$ cat config.mk
export PLATFORM = sky130hd
export DESIGN_NAME = seven_segment_mux
export DESIGN_NICKNAME = d
export VERILOG_FILES = /design/src/rtl/seven_segment_pkg.sv /design/src/rtl/seg_decoder.sv /design/src/rtl/seven_segment_mux.sv
export SDC_FILE = /design/constraint.sdc
export NUM_CORES = 1
export LEC_CHECK = 0
export ABC_CLOCK_PERIOD_IN_PS = 2900
export BUFFER_PORTS_ARGS = -buffer_cell sky130_fd_sc_hd__clkbuf_2
export CORE_ASPECT_RATIO = 0.6
export CORE_MARGIN = 2
export CORE_UTILIZATION = 35
export DETAILED_ROUTE_END_ITERATION = 10
export PLACE_DENSITY_LB_ADDON = 0.15
export SLEW_MARGIN = 20
export SYNTH_ARGS = -nofsm -noshare
export SYNTH_HDL_FRONTEND = slang
export SYNTH_SLANG_ARGS = --single-unit
export TNS_END_PERCENT = 5
$ cat constraint.sdc
create_clock -name clk -period 2.9 [get_ports clk]
set_input_delay 0.58 -clock clk [delete_from_list [all_inputs] [get_ports clk]]
set_output_delay 0.58 -clock clk [all_outputs]
set_load 0.05 [all_outputs]
$ cat src/rtl/seven_segment_pkg.sv
// Shared constants for the seven-segment display driver: nibble/segment widths
// and the segment patterns (bit0=a .. bit6=g) for every displayable glyph.
package seven_segment_pkg;

    localparam int unsigned NIB_W = 4;
    localparam int unsigned SEG_W = 7;

    localparam logic [SEG_W-1:0] SEG_0     = 7'b0111111;
    localparam logic [SEG_W-1:0] SEG_1     = 7'b0000110;
    localparam logic [SEG_W-1:0] SEG_2     = 7'b1011011;
    localparam logic [SEG_W-1:0] SEG_3     = 7'b1001111;
    localparam logic [SEG_W-1:0] SEG_4     = 7'b1100110;
    localparam logic [SEG_W-1:0] SEG_5     = 7'b1101101;
    localparam logic [SEG_W-1:0] SEG_6     = 7'b1111101;
    localparam logic [SEG_W-1:0] SEG_7     = 7'b0000111;
    localparam logic [SEG_W-1:0] SEG_8     = 7'b1111111;
    localparam logic [SEG_W-1:0] SEG_9     = 7'b1101111;
    localparam logic [SEG_W-1:0] SEG_A     = 7'b1110111;
    localparam logic [SEG_W-1:0] SEG_B     = 7'b1111100;
    localparam logic [SEG_W-1:0] SEG_C     = 7'b0111001;
    localparam logic [SEG_W-1:0] SEG_D     = 7'b1011110;
    localparam logic [SEG_W-1:0] SEG_E     = 7'b1111001;
    localparam logic [SEG_W-1:0] SEG_F     = 7'b1110001;
    localparam logic [SEG_W-1:0] SEG_BLANK = 7'b0000000;

endpackage

$ cat src/rtl/seg_decoder.sv
// Combinational nibble-to-segment decoder; 10..15 show A b C d E F only in hex mode.
module seg_decoder
    import seven_segment_pkg::*;
(
    input  logic [NIB_W-1:0] nibble_i,
    input  logic             hex_mode_i,
    output logic [SEG_W-1:0] seg_c
);

    always_comb begin
        seg_c = SEG_BLANK;
        case (nibble_i)
            4'h0: seg_c = SEG_0;
            4'h1: seg_c = SEG_1;
            4'h2: seg_c = SEG_2;
            4'h3: seg_c = SEG_3;
            4'h4: seg_c = SEG_4;
            4'h5: seg_c = SEG_5;
            4'h6: seg_c = SEG_6;
            4'h7: seg_c = SEG_7;
            4'h8: seg_c = SEG_8;
            4'h9: seg_c = SEG_9;
            4'hA: seg_c = hex_mode_i ? SEG_A : SEG_BLANK;
            4'hB: seg_c = hex_mode_i ? SEG_B : SEG_BLANK;
            4'hC: seg_c = hex_mode_i ? SEG_C : SEG_BLANK;
            4'hD: seg_c = hex_mode_i ? SEG_D : SEG_BLANK;
            4'hE: seg_c = hex_mode_i ? SEG_E : SEG_BLANK;
            4'hF: seg_c = hex_mode_i ? SEG_F : SEG_BLANK;
        endcase
    end

endmodule

$ cat src/rtl/seven_segment_mux.sv
// Time-multiplexed N-digit seven-segment driver with frame-aligned double
// buffering, leading-zero blanking, PWM brightness and selectable polarity.
module seven_segment_mux
    import seven_segment_pkg::*;
#(
    parameter int unsigned NUM_DIGITS     = 4,
    parameter int unsigned SCAN_DIV       = 16,
    parameter bit          SEG_ACTIVE_LOW = 1'b0,
    parameter bit          DIG_ACTIVE_LOW = 1'b0
) (
    input  logic                          clk,
    input  logic                          reset,
    input  logic                          load,
    input  logic [NIB_W*NUM_DIGITS-1:0]   digits_in,
    input  logic [NUM_DIGITS-1:0]         dp_in,
    input  logic                          hex_mode,
    input  logic                          blank_lz,
    input  logic [$clog2(SCAN_DIV+1)-1:0] brightness,
    output logic [SEG_W-1:0]              segments,
    output logic                          dp,
    output logic [NUM_DIGITS-1:0]         digit_sel,
    output logic                          frame_start
);

    localparam int unsigned PRE_W = $clog2(SCAN_DIV);
    localparam int unsigned IDX_W = $clog2(NUM_DIGITS);
    localparam int unsigned BRT_W = $clog2(SCAN_DIV + 1);

    typedef logic [NUM_DIGITS-1:0][NIB_W-1:0] nib_arr_t;

    logic [PRE_W-1:0]      pre_cnt_q, pre_cnt_d;
    logic [IDX_W-1:0]      idx_q, idx_d;
    nib_arr_t              active_q, active_d;
    nib_arr_t              pending_q, pending_d;
    logic [NUM_DIGITS-1:0] act_dp_q, act_dp_d;
    logic [NUM_DIGITS-1:0] pend_dp_q, pend_dp_d;
    logic                  pend_flag_q, pend_flag_d;
    logic [SEG_W-1:0]      seg_q, seg_d;
    logic                  dp_q, dp_d;
    logic [NUM_DIGITS-1:0] dsel_q, dsel_d;
    logic                  fs_q, fs_d;

    logic                  tick;
    logic                  frame_bnd;
    logic                  lit;
    logic [NIB_W-1:0]      cur_nib;
    logic [SEG_W-1:0]      dec_seg;
    logic [SEG_W-1:0]      vis_seg;
    logic [NUM_DIGITS-1:0] lz_blank;

    assign tick      = (pre_cnt_q == PRE_W'(SCAN_DIV - 1));
    assign frame_bnd = tick && (idx_q == IDX_W'(NUM_DIGITS - 1));
    assign lit       = (BRT_W'(pre_cnt_q) < brightness);
    assign cur_nib   = active_q[idx_q];

    // Digit g is a leading zero when it and every more significant nibble are zero.
    assign lz_blank[0] = 1'b0;
    for (genvar g = 1; g < NUM_DIGITS; g++) begin : g_lz
        assign lz_blank[g] = (active_q[NUM_DIGITS-1:g] == '0);
    end

    seg_decoder u_dec (
        .nibble_i   (cur_nib),
        .hex_mode_i (hex_mode),
        .seg_c      (dec_seg)
    );

    assign vis_seg = (blank_lz && lz_blank[idx_q]) ? SEG_BLANK : dec_seg;

    always_comb begin
        pre_cnt_d   = tick ? '0 : pre_cnt_q + PRE_W'(1);
        idx_d       = idx_q;
        active_d    = active_q;
        pending_d   = pending_q;
        act_dp_d    = act_dp_q;
        pend_dp_d   = pend_dp_q;
        pend_flag_d = pend_flag_q;

        if (tick) begin
            idx_d = frame_bnd ? '0 : idx_q + IDX_W'(1);
        end

        // Active only changes on a frame boundary, so a frame never mixes old and new digits.
        if (load) begin
            pending_d = digits_in;
            pend_dp_d = dp_in;
            if (frame_bnd) begin
                active_d    = digits_in;
                act_dp_d    = dp_in;
                pend_flag_d = 1'b0;
            end else begin
                pend_flag_d = 1'b1;
            end
        end else if (frame_bnd && pend_flag_q) begin
            active_d    = pending_q;
            act_dp_d    = pend_dp_q;
            pend_flag_d = 1'b0;
        end

        seg_d  = (lit ? vis_seg : SEG_BLANK) ^ {SEG_W{SEG_ACTIVE_LOW}};
        dp_d   = (lit & act_dp_q[idx_q]) ^ SEG_ACTIVE_LOW;
        dsel_d = (lit ? (NUM_DIGITS'(1) << idx_q) : '0) ^ {NUM_DIGITS{DIG_ACTIVE_LOW}};
        fs_d   = (idx_q == '0) && (pre_cnt_q == '0);
    end

    always_ff @(posedge clk) begin
        if (reset) begin
            pre_cnt_q   <= '0;
            idx_q       <= '0;
            active_q    <= '0;
            pending_q   <= '0;
            act_dp_q    <= '0;
            pend_dp_q   <= '0;
            pend_flag_q <= 1'b0;
            seg_q       <= {SEG_W{SEG_ACTIVE_LOW}};
            dp_q        <= SEG_ACTIVE_LOW;
            dsel_q      <= {NUM_DIGITS{DIG_ACTIVE_LOW}};
            fs_q        <= 1'b0;
        end else begin
            pre_cnt_q   <= pre_cnt_d;
            idx_q       <= idx_d;
            active_q    <= active_d;
            pending_q   <= pending_d;
            act_dp_q    <= act_dp_d;
            pend_dp_q   <= pend_dp_d;
            pend_flag_q <= pend_flag_d;
            seg_q       <= seg_d;
            dp_q        <= dp_d;
            dsel_q      <= dsel_d;
            fs_q        <= fs_d;
        end
    end

    assign segments    = seg_q;
    assign dp          = dp_q;
    assign digit_sel   = dsel_q;
    assign frame_start = fs_q;

endmodule

Yosys cells after proc, flatten, opt, wreduce, memory -nomap -nowiden. Index checks and enable logic that the tools add are counted.

Mux-type cells: 23. Equality and inequality tests: 18. Bitwise logic cells: 2. Add/subtract/negate cells: 2. Reduce and logical (&&, ||, !) cells: 15. $lt $le $gt $ge: 2. Shifts and indexed selects: 1.

Operators with widths (count): 7-bit one-hot mux with 16 select lines (1); 16-bit two-way mux (3); 4-bit == test, second input constant (9); 7-bit two-way mux (5); 4-bit by 3-bit == test with 1-bit output, second input constant (4); 4-bit two-way mux (4); 12-bit zero test (1); 4-bit zero test (3); 4-bit binary-select mux with 2-bit select (1); 4-bit by 2-bit == test with 1-bit output, second input constant (2); 8-bit zero test (1); 6-bit two-way mux (1); 4-bit by 5-bit less-than comparator with 1-bit output (1); 1-bit two-way mux (5); 4-bit by 1-bit adder with 4-bit output, second input constant (1); 1-bit binary-select mux with 2-bit select (2); 4-bit by 1-bit == test with 1-bit output, second input constant (1); 1-bit logical AND (4); 2-bit OR reduction (2); 1-bit by 2-bit << shifter with 4-bit output, first input constant (1); 2-bit by 3-bit less-than comparator with 1-bit output, second input constant (1); 3-bit OR reduction (1); 2-bit by 1-bit adder with 2-bit output, second input constant (1); 2-bit == test, second input constant (1); other kinds (7) (7).

Register bits: 60. Bits of input ports: 30. Word-level logic and storage cells: 80. Output and inout port bits: 13.

Longest topological paths before layout. Gate-level depths: netlist (run 1).

Depth after elaboration: 5. Gate-level depth with buffers: 8. Mapped depth without buffers: 6.

Modules after synthesis. From an unflattened synthesis (run 1), not the netlist that was laid out.

Cell total of the unflattened synthesis: 286. Area, all modules: 2641.3 um^2.

By module, submodules not included: seven_segment_mux (cells each 241, area an instance 2374.8 um^2, sequential area each 1201.2 um^2, instances 1); seg_decoder (cells each 45, area an instance 266.5 um^2, sequential area each 0.0 um^2, instances 1).

Worst setup path before layout (run 1). Ideal clock, no wire load.

Path kind: register to register. From: register idx_q[0]. To: register seg_q[2] (netlist: segments[2]). Required time: 2.765 ns. Setup time: 0.135 ns. Data arrival time: 1.657 ns. Buffers on the path: 1. Clock period less this slack: 1.793 ns. Cell stages (with the launch flop): 6. Setup slack: 1.107 ns. Cells stage by stage: dfxtp_1 mux4_1 buf_6 or2_1 a221oi_1 nor2_1.

Word-level cells in the longest chain between the ends: 4. Elaborated cells on any way between the ends: 23. Those cells by class: 15 x eq/ne; 5 x mux; 3 x reduce/logical.

RTL lines: start: declaration (RTL line seven_segment_mux.sv:32) `logic [IDX_W-1:0] idx_q, idx_d;`; start signal: assignment (RTL line seven_segment_mux.sv:121) `idx_q <= idx_d;`; 4-bit binary-select mux with 2-bit select or 1-bit binary-select mux with 2-bit select (tied branches) (RTL line seven_segment_mux.sv:54, seven_segment_mux.sv:68); 4-bit two-way mux (not written as such) or 1-bit two-way mux (tied branches) (RTL line seven_segment_mux.sv:54, seven_segment_mux.sv:68); 4-bit == test (tied with other cells) (RTL line seg_decoder.sv:12) `case (nibble_i)`; 7-bit one-hot mux with 16 select lines or 3-bit OR reduction (tied branches); end signal: assignment (RTL line seven_segment_mux.sv:115) `seg_q <= {SEG_W{SEG_ACTIVE_LOW}};`; end signal: assignment (RTL line seven_segment_mux.sv:127) `seg_q <= seg_d;`; end: declaration (RTL line seven_segment_mux.sv:38) `logic [SEG_W-1:0] seg_q, seg_d;`.

Several ways; a longest one is shown, not always the timed one. The select of a mux whose other input is x is not followed. A chain may end at the register's enable or synchronous reset.

Final worst setup path (run 1). Ends and elaborated chain as after synthesis.

==> qor.txt, run 1 <==
Clock Latency Late Sink - 0.33 ns
Clock tree buffer depth - 2
Crit path max fanout - 10
FP Rows - 23
Total power - 2.336 mW
DRC viols - 3
Period utilization - 75.06%
Vias in the first global route - 1,724
DR pass1 iterations - 8
Post-layout nets - 335
PwrDens - 745.3 mW/mm^2
Failing checks - design-rule violations
Synthesized Nets - 295
Post-Syn Area - 0.002506 mm^2
CP required - 3.09 ns
Post-route cell area - 0.003134 mm^2
I/O Buffers - 42
Status - complete, but fails checks
Setup TNS - 0 ns
Dominant cell type by area after synthesis - dfxtp_1
Overall routed net length - 5.163 mm
Ant. Diodes - 0
Placeable Area - 0.006792 mm^2
Max_cap viols - 0
Synthesis-to-layout area growth - 25.06%
Synth cell types - 39
Final setup viols - 0
Setup crit end kind - flop
Type of the worst min-delay path - flop to flop
Io pins - 43
TritonCTS Buffers - 9
Slew margin rel. - 47.70%
Worst Skew - 0.003994 ns
Register area share after synthesis - 47.93%
Minimum clock period - 2.177 ns
Final global-route overflow total - 0
First-pass GRT wire length - 8.728 mm
Syn_area_per_cell - 9.714 um^2
Number of vias per cell - 4.820
Cell count after synthesis - 258
Post-synth top area share - 47.93%
Placer Congestion - 0.8232
Die area - 0.007876 mm^2
RSZ-0062 raised after global routing - no
H-tree Lvls - 3
Ys flop type - dfxtp_1
Post-CTS setup buffer count - 0
Startpoint Class - flop
Max Clock Freq - 459.4 MHz
Dpl hpwl - 3.615 mm
Via count - 1,875
Yosys warns - 0
Synth area leaders - dfxtp_1, mux2i_1, nor2_1
Post-synth EDFFs - 0
#FFs+latches synth - 60
Initial core utilization - 36.90%
Clock sinks - 60
Hold buffers post-CTS - 0
Most instantiated library cell after synthesis - dfxtp_1
Die X - 113.2 um
Reg clk slew, reported paths - 0.05 ns
Static leakage - 1.309 nW
Initial antenna violation count - 0
CTS tree - yes
Crit path DAT - 2.36 ns
Pins over their slew limit - 0
Layout cells sized above 1 - 23.18%
VDD IR-drop max - 0.4580 mV
Final Util - 46.15%
Root Driver - clkbuf_16
Antenna viol nets, final - 0
Commonest cells in the synthesized netlist - dfxtp_1, nor2_1, a211oi_1, mux2i_1
Drt wl/cell - 13.27 um
Placed Area - 0.002761 mm^2
Detailed router's first-iteration violation count - 74
Hold WS - 0.4831 ns
Crit Path Category - flop to flop
Async SR Flop Fraction - 0%
Overall routing resource usage - 14.50%
PostCTS Resize Cnt - 0
Worst-margin pin slew - 0.7626 ns
Hold Fails Final Rpt - 0
Largest net degree at the start of global routing - 49
Die Ht - 69.55 um
## critical path, stage by stage, from the launching register on
cell,delay (ns)
dfxtp_1,0.49
mux4_1,0.82
or2_1,0.35
a221oi_1,0.30
nor2_1,0.07
## placed cells by master (no fill, tap or decap), types with 2 or more instances in the layout
master     count
clkbuf_16      9
bufinv_16      4
nor3_1         7
buf_4          4
clkbuf_8       2
o21ai_0        5
xnor2_1        3
a221oi_1       3
dfxtp_1       60
mux4_2         3
clkbuf_2      42
nor2_1        56
a21oi_1       10
a211oi_1      23
inv_1         10
ha_1           7
nand2_1        7
nand2b_1       2
mux2i_1       23
## through the flow
| stage | instances | setup slack (ns) |
|---|---|---|
| 4_1_cts | 389 | 0.7306 |
| 3_3_place_gp | 374 | 0.8031 |
| 3_5_place_dp | 374 | 0.7435 |
| 5_1_grt | 389 | 0.6023 |
| 6_report | 389 | 0.7234 |
| 2_1_floorplan | 258 | 1.107 |
## power breakdown
group	leakage, nW	switching (mW)	internal [mW]
clock network	0.182	0.358	0.967
registers	0.491	0.0105	0.856
logic	0.636	0.0920	0.0525
## cell families after synthesis
group | share of synthesized area, %
muxes | 13.38
DFF | 47.93
adders and majority gates | 3.495
buffers and inverters | 5.342
AOI/OAI and AO/OA | 13.98
and+or+nand+nor | 14.83
xor gates and xnor gates | 1.049
## path summary, 6_finish.rpt
kind	end	cells past startpoint	start	slack [ns]
max	segments[2]$_SDFF_PP0_	4	idx_q[0]$_SDFFE_PP0P_	0.72
min	pend_dp_q[2]$_SDFFE_PP0P_	2	pend_dp_q[2]$_SDFFE_PP0P_	0.48
max reg2reg	segments[2]$_SDFF_PP0_	4	idx_q[0]$_SDFFE_PP0P_	0.72
min reg2reg	pend_dp_q[2]$_SDFFE_PP0P_	2	pend_dp_q[2]$_SDFFE_PP0P_	0.48
## flip-flops by register name, summed over array words and instances (netlist names)
signal and flops:
digit_sel 4, active_q 16, pend_dp_q 4, segments 7
act_dp_q 4, dp 1, pend_flag_q 1, pending_q 16
pre_cnt_q 4, frame_start 1, idx_q 2
## area by class of cell
cell class	count	area, um^2
Fill cell	658	3657
Multi-Input combinational cell	171	1174
Inverter	10	37.54
Clock buffer	11	252.7
Sequential cell	60	1201
Tap cell	87	108.9
Timing Repair Buffer	46	240.2
Clock inverter	4	120.1
## metal layers
layer	wire, um	GRT usage (%)
met5	0	0
met4	80	6.504
met3	343	6.643
met2	1854	17.03
met1	2885	21.67
Note: power is estimated with default switching activity, not from simulation.
==> run 2: changes to the inputs <==
--- a/config.mk
+++ b/config.mk
@@ -5,7 +5,7 @@
 export SDC_FILE = /design/constraint.sdc
 export NUM_CORES = 1
 export LEC_CHECK = 0
-export ABC_CLOCK_PERIOD_IN_PS = 2900
+export ABC_CLOCK_PERIOD_IN_PS = 2150
 export BUFFER_PORTS_ARGS = -buffer_cell sky130_fd_sc_hd__clkbuf_2
 export CORE_ASPECT_RATIO = 0.6
 export CORE_MARGIN = 2
==> constraint.sdc (replaced) <==
create_clock -name clk -period 2.15 [get_ports clk]
set_input_delay 0.43 -clock clk [delete_from_list [all_inputs] [get_ports clk]]
set_output_delay 0.43 -clock clk [all_outputs]
set_load 0.05 [all_outputs]
==> run 2 against run 1 <==
The flow still finishes with violations (design-rule violations). Maximum frequency is 9.8% higher. Die area unchanged. Final area down 0.96%. Clock skew increased by 0.0063 ns. Sequential share of layout area rose by 0.37 points.
==> qor.txt, run 2 (synthesis gave the netlist of run 1 again) <==
Clock sinks - 60
Slew margin rel. - 58.25%
RSZ-0062 raised after global routing - no
Final setup viols - 0
# fillers - 682
Number of vias per cell - 4.830
CP required - 2.33 ns
Ant. Diodes - 0
H-tree Lvls - 3
Crit Reg-Reg Endpoint - segments[2]$_SDFF_PP0_
Antenna viol nets, final - 0
Reg clk slew, reported paths - 0.05 ns
Overall routed net length - 5.164 mm
Startpoint Class - flop
Placer Congestion - 0.7970
FP Rows - 23
Period utilization - 92.22%
Largest net degree at the start of global routing - 49
PwrDens - 901.8 mW/mm^2
Detailed router's first-iteration violation count - 117
Initial core utilization - 36.90%
Total power - 2.799 mW
Crit path max fanout - 10
First-pass GRT wire length - 8.694 mm
Clock Latency Late Sink - 0.33 ns
Initial antenna violation count - 0
Post-route worst setup slack - 0.1674 ns
Final global-route overflow total - 0
Setup TNS - 0 ns
Overall routing resource usage - 14.42%
Die area - 0.007876 mm^2
Placeable Area - 0.006792 mm^2
Most common cell after layout, fill and taps aside - dfxtp_1
Status - complete, but fails checks
Post-layout nets - 339
Worst-margin pin slew - 0.6196 ns
Reg-to-reg slack, setup - 0.17 ns
Layout cells sized above 1 - 24.43%
Hold EP - pending_q[13]$_SDFFE_PP0P_
Hold Fails Final Rpt - 0
Clock tree buffer depth - 2
Io pins - 43
Die Ht - 69.55 um
Max_cap viols - 0
Vias in the first global route - 1,767
Critical R2R Launch - idx_q[0]$_SDFFE_PP0P_
Static leakage - 1.293 nW
Hold Startpoint - digits_in[13]
Die X - 113.2 um
TritonCTS Buffers - 9
Pins over their slew limit - 0
I/O Buffers - 42
Dpl hpwl - 3.624 mm
Via count - 1,903
Synthesis-to-layout area growth - 23.86%
Reg2reg path depth - 4
VDD IR-drop max - 0.5262 mV
DP Worst Slack - 0.03975 ns
Crit Path Category - flop to flop
Setup crit end kind - flop
Root Driver - clkbuf_16
CTS tree - yes
Type of the worst min-delay path - primary input to flop
Final Util - 45.71%
Failing checks - design-rule violations
Minimum clock period - 1.983 ns
DRC viols - 3
Highest-count cells in the layout ignoring fill and taps - dfxtp_1, nor2_1, clkbuf_2, mux2i_1, a211oi_1
Min-Delay Path Depth - 3
Worst Skew - 0.01025 ns
Crit path DAT - 2.17 ns
Drt wl/cell - 13.11 um
Post-CTS setup buffer count - 0
Area of the multi-input gates - 0.001170 mm^2
Register area - 0.001201 mm^2
Max Clock Freq - 504.4 MHz
DR pass1 iterations - 7
==> run 2: where the power goes <==
group / switching, mW / leakage [nW] / internal (mW)
Sequential: 0.0139 / 0.491 / 1.15
Clock: 0.482 / 0.149 / 0.954
Combinational: 0.124 / 0.654 / 0.0710
Total: 0.620 / 1.29 / 2.18
==> run 2: repair_timing <==
action	CTS	global route
resized for setup	0	1
endpoints found under the setup margin	0	2
hold buffers	0	0
==> run 2: worst max-delay path, stage by stage, from the launching register on <==
cell	delay (ns)
dfxtp_1	0.46
mux4_2	0.68
or2_1	0.32
a221oi_1	0.31
nor2_1	0.07
==> run 2: through the flow <==
stage | hold WS, ns | area [um^2] | std cells
after global placement | 0.4750 | 2804 | 378
after floorplan | 0.4564 | 2506 | 258
after CTS | 0.3613 | 3108 | 394
after detailed placement | 0.4799 | 2804 | 378
after global routing | 0.3847 | 3104 | 394
final | 0.3623 | 3104 | 394
==> run 2: cell type report <==
class	instances	share of cell area (%)
clock inverter	4	1.532
sequential	60	38.69
multi-input combinational	171	37.69
timing repair buffer	50	9.109
clock buffer	12	8.263
inverter	10	1.209
tap	87	3.507
==> run 2: how the worst max path moves through the flow <==
stage / start / endpoint
2_1_floorplan: idx_q[0]$_SDFFE_PP0P_ / segments[2]$_SDFF_PP0_
3_3_place_gp: idx_q[0]$_SDFFE_PP0P_ / segments[2]$_SDFF_PP0_
3_5_place_dp: idx_q[0]$_SDFFE_PP0P_ / segments[2]$_SDFF_PP0_
4_1_cts: idx_q[0]$_SDFFE_PP0P_ / segments[2]$_SDFF_PP0_
5_1_grt: idx_q[0]$_SDFFE_PP0P_ / segments[3]$_SDFF_PP0_
6_report: idx_q[0]$_SDFFE_PP0P_ / segments[2]$_SDFF_PP0_
==> run 2: routing by layer <==
| metal | track usage [%] | share of wire [%] |
|---|---|---|
| met1 | 21.65 | 57 |
| met2 | 17.70 | 37 |
| met3 | 5.682 | 5.4 |
| met4 | 6.098 | 0.64 |
| met5 | 0 | 0 |
